[src/rtl/imem_boot_loader.sv]
// imem_boot_loader: boot-time program loader feeding the CPU instruction memory.
// Accepts a byte stream (LEN_HI, LEN_LO, N*4 payload bytes big-endian, XOR CSUM),
// writes each assembled word to consecutive word addresses from 0, and keeps the
// CPU in reset until a checksum-verified image has been written.
//
// Ports:
//   clk        system clock, rising edge
//   reset      asynchronous active-high reset
//   in_data    stream byte
//   in_valid   in_data valid
//   in_ready   loader can accept a byte (0 while reset is high)
//   im_we      one-cycle instruction-memory write strobe
//   im_addr    instruction-memory word address
//   im_data    instruction word
//   cpu_reset  CPU held in reset until the image is verified
//   done       image loaded and verified
//   error      image rejected
module imem_boot_loader #(
    parameter int unsigned ADDR_WIDTH = 10,
    parameter int unsigned MAX_WORDS  = 1024
) (
    input  logic                  clk,
    input  logic                  reset,
    input  logic [7:0]            in_data,
    input  logic                  in_valid,
    output logic                  in_ready,
    output logic                  im_we,
    output logic [ADDR_WIDTH-1:0] im_addr,
    output logic [31:0]           im_data,
    output logic                  cpu_reset,
    output logic                  done,
    output logic                  error
);

    typedef enum logic [2:0] {
        StLenHi,
        StLenLo,
        StData,
        StCsum,
        StDone,
        StError
    } state_e;

    localparam logic [ADDR_WIDTH:0] WordOne = {{ADDR_WIDTH{1'b0}}, 1'b1};

    state_e                state_q, state_d;
    logic [7:0]            len_hi_q, len_hi_d;
    logic [ADDR_WIDTH:0]   len_q, len_d;
    logic [ADDR_WIDTH:0]   word_cnt_q, word_cnt_d;
    logic [1:0]            byte_cnt_q, byte_cnt_d;
    logic [7:0]            csum_q, csum_d;
    logic [23:0]           asm_q, asm_d;
    logic                  im_we_q, im_we_d;
    logic [ADDR_WIDTH-1:0] im_addr_q, im_addr_d;
    logic [31:0]           im_data_q, im_data_d;

    logic       accept;
    logic [15:0] len_full;

    assign len_full = {len_hi_q, in_data};
    assign accept   = in_valid && in_ready;

    // in_ready depends on reset combinationally so nothing is offered as
    // accepted while reset is held.
    always_comb begin
        in_ready = 1'b0;
        if (!reset) begin
            in_ready = (state_q == StLenHi) || (state_q == StLenLo) ||
                       (state_q == StData)  || (state_q == StCsum);
        end
    end

    always_comb begin
        state_d    = state_q;
        len_hi_d   = len_hi_q;
        len_d      = len_q;
        word_cnt_d = word_cnt_q;
        byte_cnt_d = byte_cnt_q;
        csum_d     = csum_q;
        asm_d      = asm_q;
        im_we_d    = 1'b0;
        im_addr_d  = im_addr_q;
        im_data_d  = im_data_q;

        if (accept) begin
            unique case (state_q)
                StLenHi: begin
                    len_hi_d = in_data;
                    state_d  = StLenLo;
                end
                StLenLo: begin
                    if (len_full == 16'd0 || 32'(len_full) > MAX_WORDS) begin
                        state_d = StError;
                    end else begin
                        len_d      = len_full[ADDR_WIDTH:0];
                        word_cnt_d = '0;
                        byte_cnt_d = '0;
                        csum_d     = '0;
                        state_d    = StData;
                    end
                end
                StData: begin
                    asm_d      = {asm_q[15:0], in_data};
                    csum_d     = csum_q ^ in_data;
                    byte_cnt_d = byte_cnt_q + 2'd1;
                    if (byte_cnt_q == 2'd3) begin
                        im_we_d    = 1'b1;
                        im_addr_d  = word_cnt_q[ADDR_WIDTH-1:0];
                        im_data_d  = {asm_q, in_data};
                        word_cnt_d = word_cnt_q + WordOne;
                        if (word_cnt_q + WordOne == len_q) begin
                            state_d = StCsum;
                        end
                    end
                end
                StCsum: begin
                    state_d = (in_data == csum_q) ? StDone : StError;
                end
                default: ;
            endcase
        end
    end

    always_ff @(posedge clk or posedge reset) begin
        if (reset) begin
            state_q    <= StLenHi;
            len_hi_q   <= '0;
            len_q      <= '0;
            word_cnt_q <= '0;
            byte_cnt_q <= '0;
            csum_q     <= '0;
            asm_q      <= '0;
            im_we_q    <= 1'b0;
            im_addr_q  <= '0;
            im_data_q  <= '0;
        end else begin
            state_q    <= state_d;
            len_hi_q   <= len_hi_d;
            len_q      <= len_d;
            word_cnt_q <= word_cnt_d;
            byte_cnt_q <= byte_cnt_d;
            csum_q     <= csum_d;
            asm_q      <= asm_d;
            im_we_q    <= im_we_d;
            im_addr_q  <= im_addr_d;
            im_data_q  <= im_data_d;
        end
    end

    assign im_we     = im_we_q;
    assign im_addr   = im_addr_q;
    assign im_data   = im_data_q;
    assign done      = (state_q == StDone);
    assign error     = (state_q == StError);
    assign cpu_reset = (state_q != StDone);

endmodule

[config.mk]
export PLATFORM = sky130hd
export DESIGN_NAME = imem_boot_loader
export DESIGN_NICKNAME = d
export VERILOG_FILES = /design/src/rtl/imem_boot_loader.sv
export SDC_FILE = /design/constraint.sdc
export NUM_CORES = 1
export LEC_CHECK = 0
export BUFFER_PORTS_ARGS = -buffer_cell sky130_fd_sc_hd__clkbuf_2
export CAP_MARGIN = 20
export CORE_ASPECT_RATIO = 2
export CORE_MARGIN = 4
export CORE_UTILIZATION = 58
export DETAILED_ROUTE_END_ITERATION = 16
export PLACE_DENSITY = 0.9
export REMOVE_ABC_BUFFERS = 1
export SLEW_MARGIN = 20
export SYNTH_ARGS = -nofsm -noshare
export SYNTH_HDL_FRONTEND = slang
export SYNTH_SLANG_ARGS = --single-unit
[constraint.sdc]
create_clock -name clk -period 4.05 [get_ports clk]
set_clock_uncertainty 0.05 [all_clocks]
set_input_delay 0.2025 -clock clk [delete_from_list [all_inputs] [get_ports clk]]
set_output_delay 0.2025 -clock clk [all_outputs]
set_load 0.05 [all_outputs]
==> results.toml, run 1 <==
[final_layout]
layout.nets = 590
area_growth_pct = 13.2
final_common_cell = "nand2_1"
finalNonFillerCells = 680
drive_gt1_share_pct = 18.7
final_cell_mix = "nand2_1, dfrtp_1, clkbuf_2, o21ai_0, nor2_1"
fillCellCount = 654
antenna-diode-count = 0
finalCoreUtilization_pct = 67.4

[clock_tree]
cts-root-buf = "clkbuf_16"
cts_tree = "yes"
post-cts-setup-buffers = 0
clk_pin_slew_worst_paths_ns = 0.07
post_cts_resize_count = 0
cts.sinks = 110
clockBufferDepth = 2
htree_num_levels = 3
clock_latency_ns = 0.35
numCtsBuffers = 9
cts_hold_buffers = 0

[placed_design]
portBuffers = 57
dp_cells = 664
pre_cts_slack_ns = 1.15
dp_hpwl_um = 7950
routabilityCongestion = 0.957

[timing]
min_period_over_period_pct = 69.9
whs_ns = 0.0442
tightest_slew_ns = 0.943
hold_viol = 0
setup_viol = 0
rsz0062_at_grt = "no"
min_period_ns = 2.83
fmax_mhz = 353
maxSlewViolCount = 0
finalWorstSetupSlack_ns = 1.22
relSlewSlack_pct = 37.1

[route]
via_per_inst = 5.75
first_pass_iters = 4
ant_nets = 0
drtIter0Drc = 269
dr_total_vias = 3911
routedWlPerCell_um = 17.4
routed_wl_um = 11800
remaining_drc_errors = 0

[pwr]
power_density_nw_per_um2 = 553
sw_frac_of_total_pct = 33.5
switching_power_mw = 1.04
clock_power_share_pct = 29.1
totalPowerFinal_mw = 3.09
ir_drop_mv = 0.402
p_comb_share_pct = 23.6
leakage_nw = 2.99
p_int_mw = 2.06
power_frac_seq_pct = 47.3

[run_status]
outcome = "finished clean"

[logic_synthesis]
synth-edff-count = 0
synth_cells = 534
ys_seq_area_share_pct = 55.7
avgSynthCellArea_sq_um = 9.25
yosysWarnings = 0
ys_ff_latch = 110
synthFlopType = "dfrtp_1"
yosysUniqueCellTypes = 48
syn-cell-area_sq_um = 4940
synthArstFlopShare_pct = 100

[setup_path]
crit_type = "flop to flop"
critPathArrivalTime_ns = 3.01
max_stage_delay_ns = 0.59
cp_cell_sequence = "or4_1, or4_4, and2_4, nor3_4, mux2_2"
reg2regPathDepth = 5
ff2ff_setup_slack_ns = 1.22
critPathMaxFanout = 12
r2r-end = "len_q[9]$_DFFE_PP0P_"
required_ns = 4.23
crit_path_end_kind = "flop"
r2r-start = "len_hi_q[3]$_DFFE_PP0P_"
critPathLaunchType = "flop"
cpMaxStageDelayCell = "or4_1"

[grt]
grt_max_degree = 80
grt_pass1_vias = 4245
track_usage_pct = 25.7
antenna_found_initial = 0
grt_pass1_wl_um = 20200
grt_overflow_total = 0

[hold_path]
hold_class = "input port to async pin"

[floorplanning]
die_h_um = 139
start_util_pct = 59.6
die_w_um = 73.3
rows = 47
design.core.area_sq_um = 8290
io_pins = 58
die_area_sq_um = 10100

[flow_run]
drv_cap = 0
## power by group through the flow
stage	sequential [mW]	clock, mW	combinational, mW
after floorplan	1.50	0	0.480
after global placement	1.45	0	0.686
after detailed placement	1.47	0	0.717
after CTS	1.46	0.915	0.734
after global routing	1.49	0.962	0.797
final	1.46	0.900	0.730
## worst max-delay path: cells and delay by family, from the launching register on
family | cells | cell delay, ns
and+or+nand+nor | 4 | 1.85
muxes | 1 | 0.42
DFF | 1 | 0.40
## synthesized netlist by cell type, types with 2 or more instances
cell / number / share of area, %
a21o_1: 2 / 0.30
a21oi_1: 5 / 0.51
a31oi_1: 4 / 0.51
and3_1: 4 / 0.51
clkbuf_1: 28 / 2.1
dfrtp_1: 110 / 56
ha_1: 2 / 0.51
inv_1: 7 / 0.53
mux2_2: 10 / 2.3
mux2_4: 9 / 2.7
nand2_1: 217 / 16
nand3_1: 6 / 0.61
nand4_1: 8 / 1.0
nor2_1: 23 / 1.7
nor2b_1: 2 / 0.25
nor4_1: 2 / 0.25
o2111ai_1: 2 / 0.35
o21ai_0: 27 / 2.7
o21ai_1: 9 / 0.91
o31ai_1: 3 / 0.46
or4_1: 5 / 0.76
xnor2_1: 15 / 2.7
xor2_1: 9 / 1.6
## sequential cells by signal, summed over array words and instances, names as in the netlist
signal      count
len_hi_q        8
word_cnt_q     11
im_addr        10
byte_cnt_q      2
state_q         3
im_data        32
asm_q          24
im_we           1
len_q          11
csum_q          8
## per-layer routing
layer	global-route usage [%]	vias to the layer above	part of all wire, %
met5	0	-	0
met4	17.0	0	5.4
met3	4.43	47	3.9
met2	44.8	118	56
met1	27.1	1921	34
li1	-	1825	-
## through the flow
step / setup TNS [ns] / cell area (sq um)
final: 0 / 5590
after floorplan: -0.129 / 4820
after detailed placement: 0 / 5280
after CTS: 0 / 5590
after global routing: 0 / 5590
after global placement: 0 / 5280
## area by class of cell
class	count	area, sq um	area share (%)
sequential	110	2750	49.2
inverter	8	32.5	0.582
clock buffer	10	239	4.27
tap	98	123	2.19
multi-input combinational	386	2050	36.7
clock inverter	6	72.6	1.30
timing repair buffer	62	323	5.77
## worst max-delay path by stage
stage                                  startpoint                   endpoint
final                     len_hi_q[3]$_DFFE_PP0P_       len_q[9]$_DFFE_PP0P_
after global routing       state_q[1]$_DFFE_PP0P_  word_cnt_q[7]$_DFFE_PP0P_
after CTS                 len_hi_q[3]$_DFFE_PP0P_       len_q[9]$_DFFE_PP0P_
after detailed placement               in_data[5]       len_q[9]$_DFFE_PP0P_
after global placement                 in_data[5]      len_q[10]$_DFFE_PP0P_
after floorplan            state_q[1]$_DFFE_PP0P_  word_cnt_q[9]$_DFFE_PP0P_
## kinds of logic after synthesis
kind of cell / count (synthesis) / synth area share (%)
AND/OR/NAND/NOR: 278 / 23.6
flip-flops: 110 / 55.7
AO/OA/AOI/OAI: 63 / 7.88
buffers and inverters: 38 / 3.06
XOR/XNOR: 24 / 4.26
multiplexers: 19 / 5.02
adder cells (fa/ha/maj): 2 / 0.507
(Power assumes the default switching activity.)
==> run 2: changes to the inputs <==
--- a/config.mk
+++ b/config.mk
@@ -5,13 +5,14 @@
 export SDC_FILE = /design/constraint.sdc
 export NUM_CORES = 1
 export LEC_CHECK = 0
+export ABC_AREA = 1
 export BUFFER_PORTS_ARGS = -buffer_cell sky130_fd_sc_hd__clkbuf_2
 export CAP_MARGIN = 20
 export CORE_ASPECT_RATIO = 2
 export CORE_MARGIN = 4
-export CORE_UTILIZATION = 58
+export CORE_UTILIZATION = 52
 export DETAILED_ROUTE_END_ITERATION = 16
-export PLACE_DENSITY = 0.9
+export PLACE_DENSITY = 0.86
 export REMOVE_ABC_BUFFERS = 1
 export SLEW_MARGIN = 20
 export SYNTH_ARGS = -nofsm -noshare
==> constraint.sdc (replaced) <==
create_clock -name clk -period 2.6 [get_ports clk]
set_clock_uncertainty 0.05 [all_clocks]
set_input_delay 0.13 -clock clk [delete_from_list [all_inputs] [get_ports clk]]
set_output_delay 0.13 -clock clk [all_outputs]
set_load 0.05 [all_outputs]
==> results.toml, run 2 <==
[final_layout]
drive_gt1_share_pct = 18.2
layout.nets = 651
final_cell_mix = "nand2_1, dfrtp_1, clkbuf_2, inv_1, o21ai_0"
area_growth_pct = 14.4
finalNonFillerCells = 748
final_common_cell = "nand2_1"
largest_reg_flops = 32

[clock_tree]
clock_latency_ns = 0.35
clk_pin_slew_worst_paths_ns = 0.07
cts-root-buf = "clkbuf_16"
htree_num_levels = 3
cts_tree = "yes"
post_cts_resize_count = 0
numCtsBuffers = 9
cts.sinks = 110
clockBufferDepth = 2
cts_hold_buffers = 3
post-cts-setup-buffers = 0

[setup_path]
max_stage_delay_ns = 0.46
cpMostUsedCell = "nand2_1"
crit_type = "flop to flop"
path_delay_family = "simple AND/OR/NAND/NOR gates"
cpMaxStageDelayCell = "dfrtp_1"
crit_buf_inv = 1
critPathArrivalTime_ns = 2.32
critPathMaxFanout = 6
cp_cell_sequence = "ha_1, nand2_1, inv_1, nand3_1, nand2_1, nand2_1, nand2_1, nor2_1, nand2_1, nor2_1, nand2_1, nand2_2, nand2_1, nand2_1, nand2_1"
r2r-start = "word_cnt_q[0]$_DFFE_PP0P_"
critPathLaunchType = "flop"
reg2regPathDepth = 15
required_ns = 2.78
startpoint = "word_cnt_q[0]$_DFFE_PP0P_"
cp.depth = 15
crit_path_end_kind = "flop"

[logic_synthesis]
synthFlopType = "dfrtp_1"
synth_cells = 580
netlist.area_leader.share_pct = 55.8
yosysTopAreaCell = "dfrtp_1"
ys_seq_area_share_pct = 55.8
avgSynthCellArea_sq_um = 8.51
yosysUniqueCellTypes = 28
yosysMostFrequentCell = "nand2_1"
ys_ff_latch = 110
yosysWarnings = 0
synthTopCellsByCount = "nand2_1, dfrtp_1, inv_1, o21ai_0, nor2_1"
synthArstFlopShare_pct = 100
syn-cell-area_sq_um = 4930
synth-edff-count = 0
synth.area.top_cells = "dfrtp_1, nand2_1, o21ai_0, inv_1, o21ai_2"

[route]
wl_met3_um = 418
m1WireLength_um = 4000
routed_wl_um = 10800
routedWlPerCell_um = 14.5
dr_total_vias = 3985
via_per_inst = 5.33
first_pass_iters = 4
routed.top_layer = "met4"
drtIter0Drc = 259
met2_length_um = 5930
ant_nets = 0
remaining_drc_errors = 0

[hold_path]
hold_path.startpoint = "in_data[6]"
holdPathStages = 3
hold_class = "input port to flop"

[grt]
grt_pass1_wl_um = 18500
grt_pass1_vias = 4034
track_usage_pct = 20.6
grt_overflow_total = 0
antenna_found_initial = 1
grt_max_degree = 69

[placed_design]
portBuffers = 57
dp_hpwl_um = 7520
dp_cells = 728
routabilityCongestion = 0.899

[pwr]
power_density_nw_per_um2 = 636
totalPowerFinal_mw = 3.59
leakage_nw = 2.96
ir_drop_mv = 0.437

[timing]
fmax_mhz = 468
rsz0062_at_grt = "no"
min_period_ns = 2.14
setup_viol = 0
maxSlewViolCount = 0
relSlewSlack_pct = 45.6
min_period_over_period_pct = 82.2
hold_viol = 0
tightest_slew_ns = 0.816

[floorplanning]
die_h_um = 146
design.core.area_sq_um = 9320
die_area_sq_um = 11200
rows = 50
start_util_pct = 52.9
io_pins = 58
die_w_um = 76.9

[flow_run]
drv_cap = 0

[run_status]
outcome = "finished clean"
-- run 2: cell count changes in the layout (fill, tap and decap cells not counted), sizes merged, moves of 4 or more --
cell | previous run | this run
nand3 | 6 | 22
xnor2 | 15 | 5
or4 | 6 | 0
o21ai | 37 | 77
and3 | 4 | 0
a31oi | 4 | 0
inv | 8 | 61
nand4 | 8 | 2
nor3 | 1 | 7
mux2 | 19 | 0
nand2 | 217 | 227
or2 | 1 | 6
nor2 | 23 | 29
-- run 2: cells by family (layout without fill, tap and decap cells) --
| family | count (synthesis) | count (layout) | synth area share, % |
|---|---|---|---|
| AOI/OAI and AO/OA | 80 | 80 | 9.69 |
| xor gates and xnor gates | 11 | 11 | 1.95 |
| adders and majority gates | 2 | 2 | 0.507 |
| buffers and inverters | 81 | 144 | 7.50 |
| DFF | 110 | 110 | 55.8 |
| other | 0 | 1 | 0 |
| and+or+nand+nor | 296 | 296 | 24.6 |
-- run 2: power breakdown --
group / internal, mW / switching [mW]
Combinational: 0.0709 / 0.206
Clock: 0.922 / 0.586
Sequential: 1.77 / 0.0350
Total: 2.76 / 0.827
-- run 2: layout make-up --
type / instances / area (sq um)
Fill cell: 767 / 3680
Sequential cell: 110 / 2750
Multi-Input combinational cell: 389 / 1810
Timing Repair Buffer: 67 / 380
Clock buffer: 13 / 270
Inverter: 61 / 231
Tap cell: 104 / 130
Clock inverter: 3 / 65.1
Antenna cell: 1 / 2.50
-- run 2: through the flow --
step | cell area [sq um] | util (%) | setup WS, ns | setup TNS, ns | hold WS, ns
after floorplan | 4790 | - | -1.09 | -105.48 | 0.201
after global placement | 5280 | 56.6 | 0.597 | 0 | 0.306
after detailed placement | 5280 | 56.6 | 0.493 | 0 | 0.317
after CTS | 5640 | 60.5 | 0.466 | 0 | 0.00814
after global routing | 5640 | 60.6 | 0.288 | 0 | 0.0158
final | 5640 | 60.6 | 0.462 | 0 | 0.00928
-- run 2: per-layer routing --
metal	global-route usage, %	up-vias
li1	-	1918
met1	21.8	1921
met2	37.8	107
met3	3.59	39
met4	11.3	0
met5	0	-
-- run 2: path summary, 6_finish.rpt --
kind	slack [ns]	endpoint
min reg2reg	0.43	im_data[20]$_DFFE_PP0P_
min	0.009	asm_q[6]$_DFFE_PP0P_
max in group asynchronous	1.32	asm_q[3]$_DFFE_PP0P_
min in group asynchronous	0.45	state_q[2]$_DFFE_PP0P_
max reg2reg	0.46	state_q[0]$_DFFE_PP0P_
max	0.46	state_q[0]$_DFFE_PP0P_
-- run 2: tightest hold or removal path, delay by kind of cell --
kind | cells | cell delay (ns)
compound gates | 1 | 0.06
buf+inv | 1 | 0.11
simple gates | 1 | 0.06
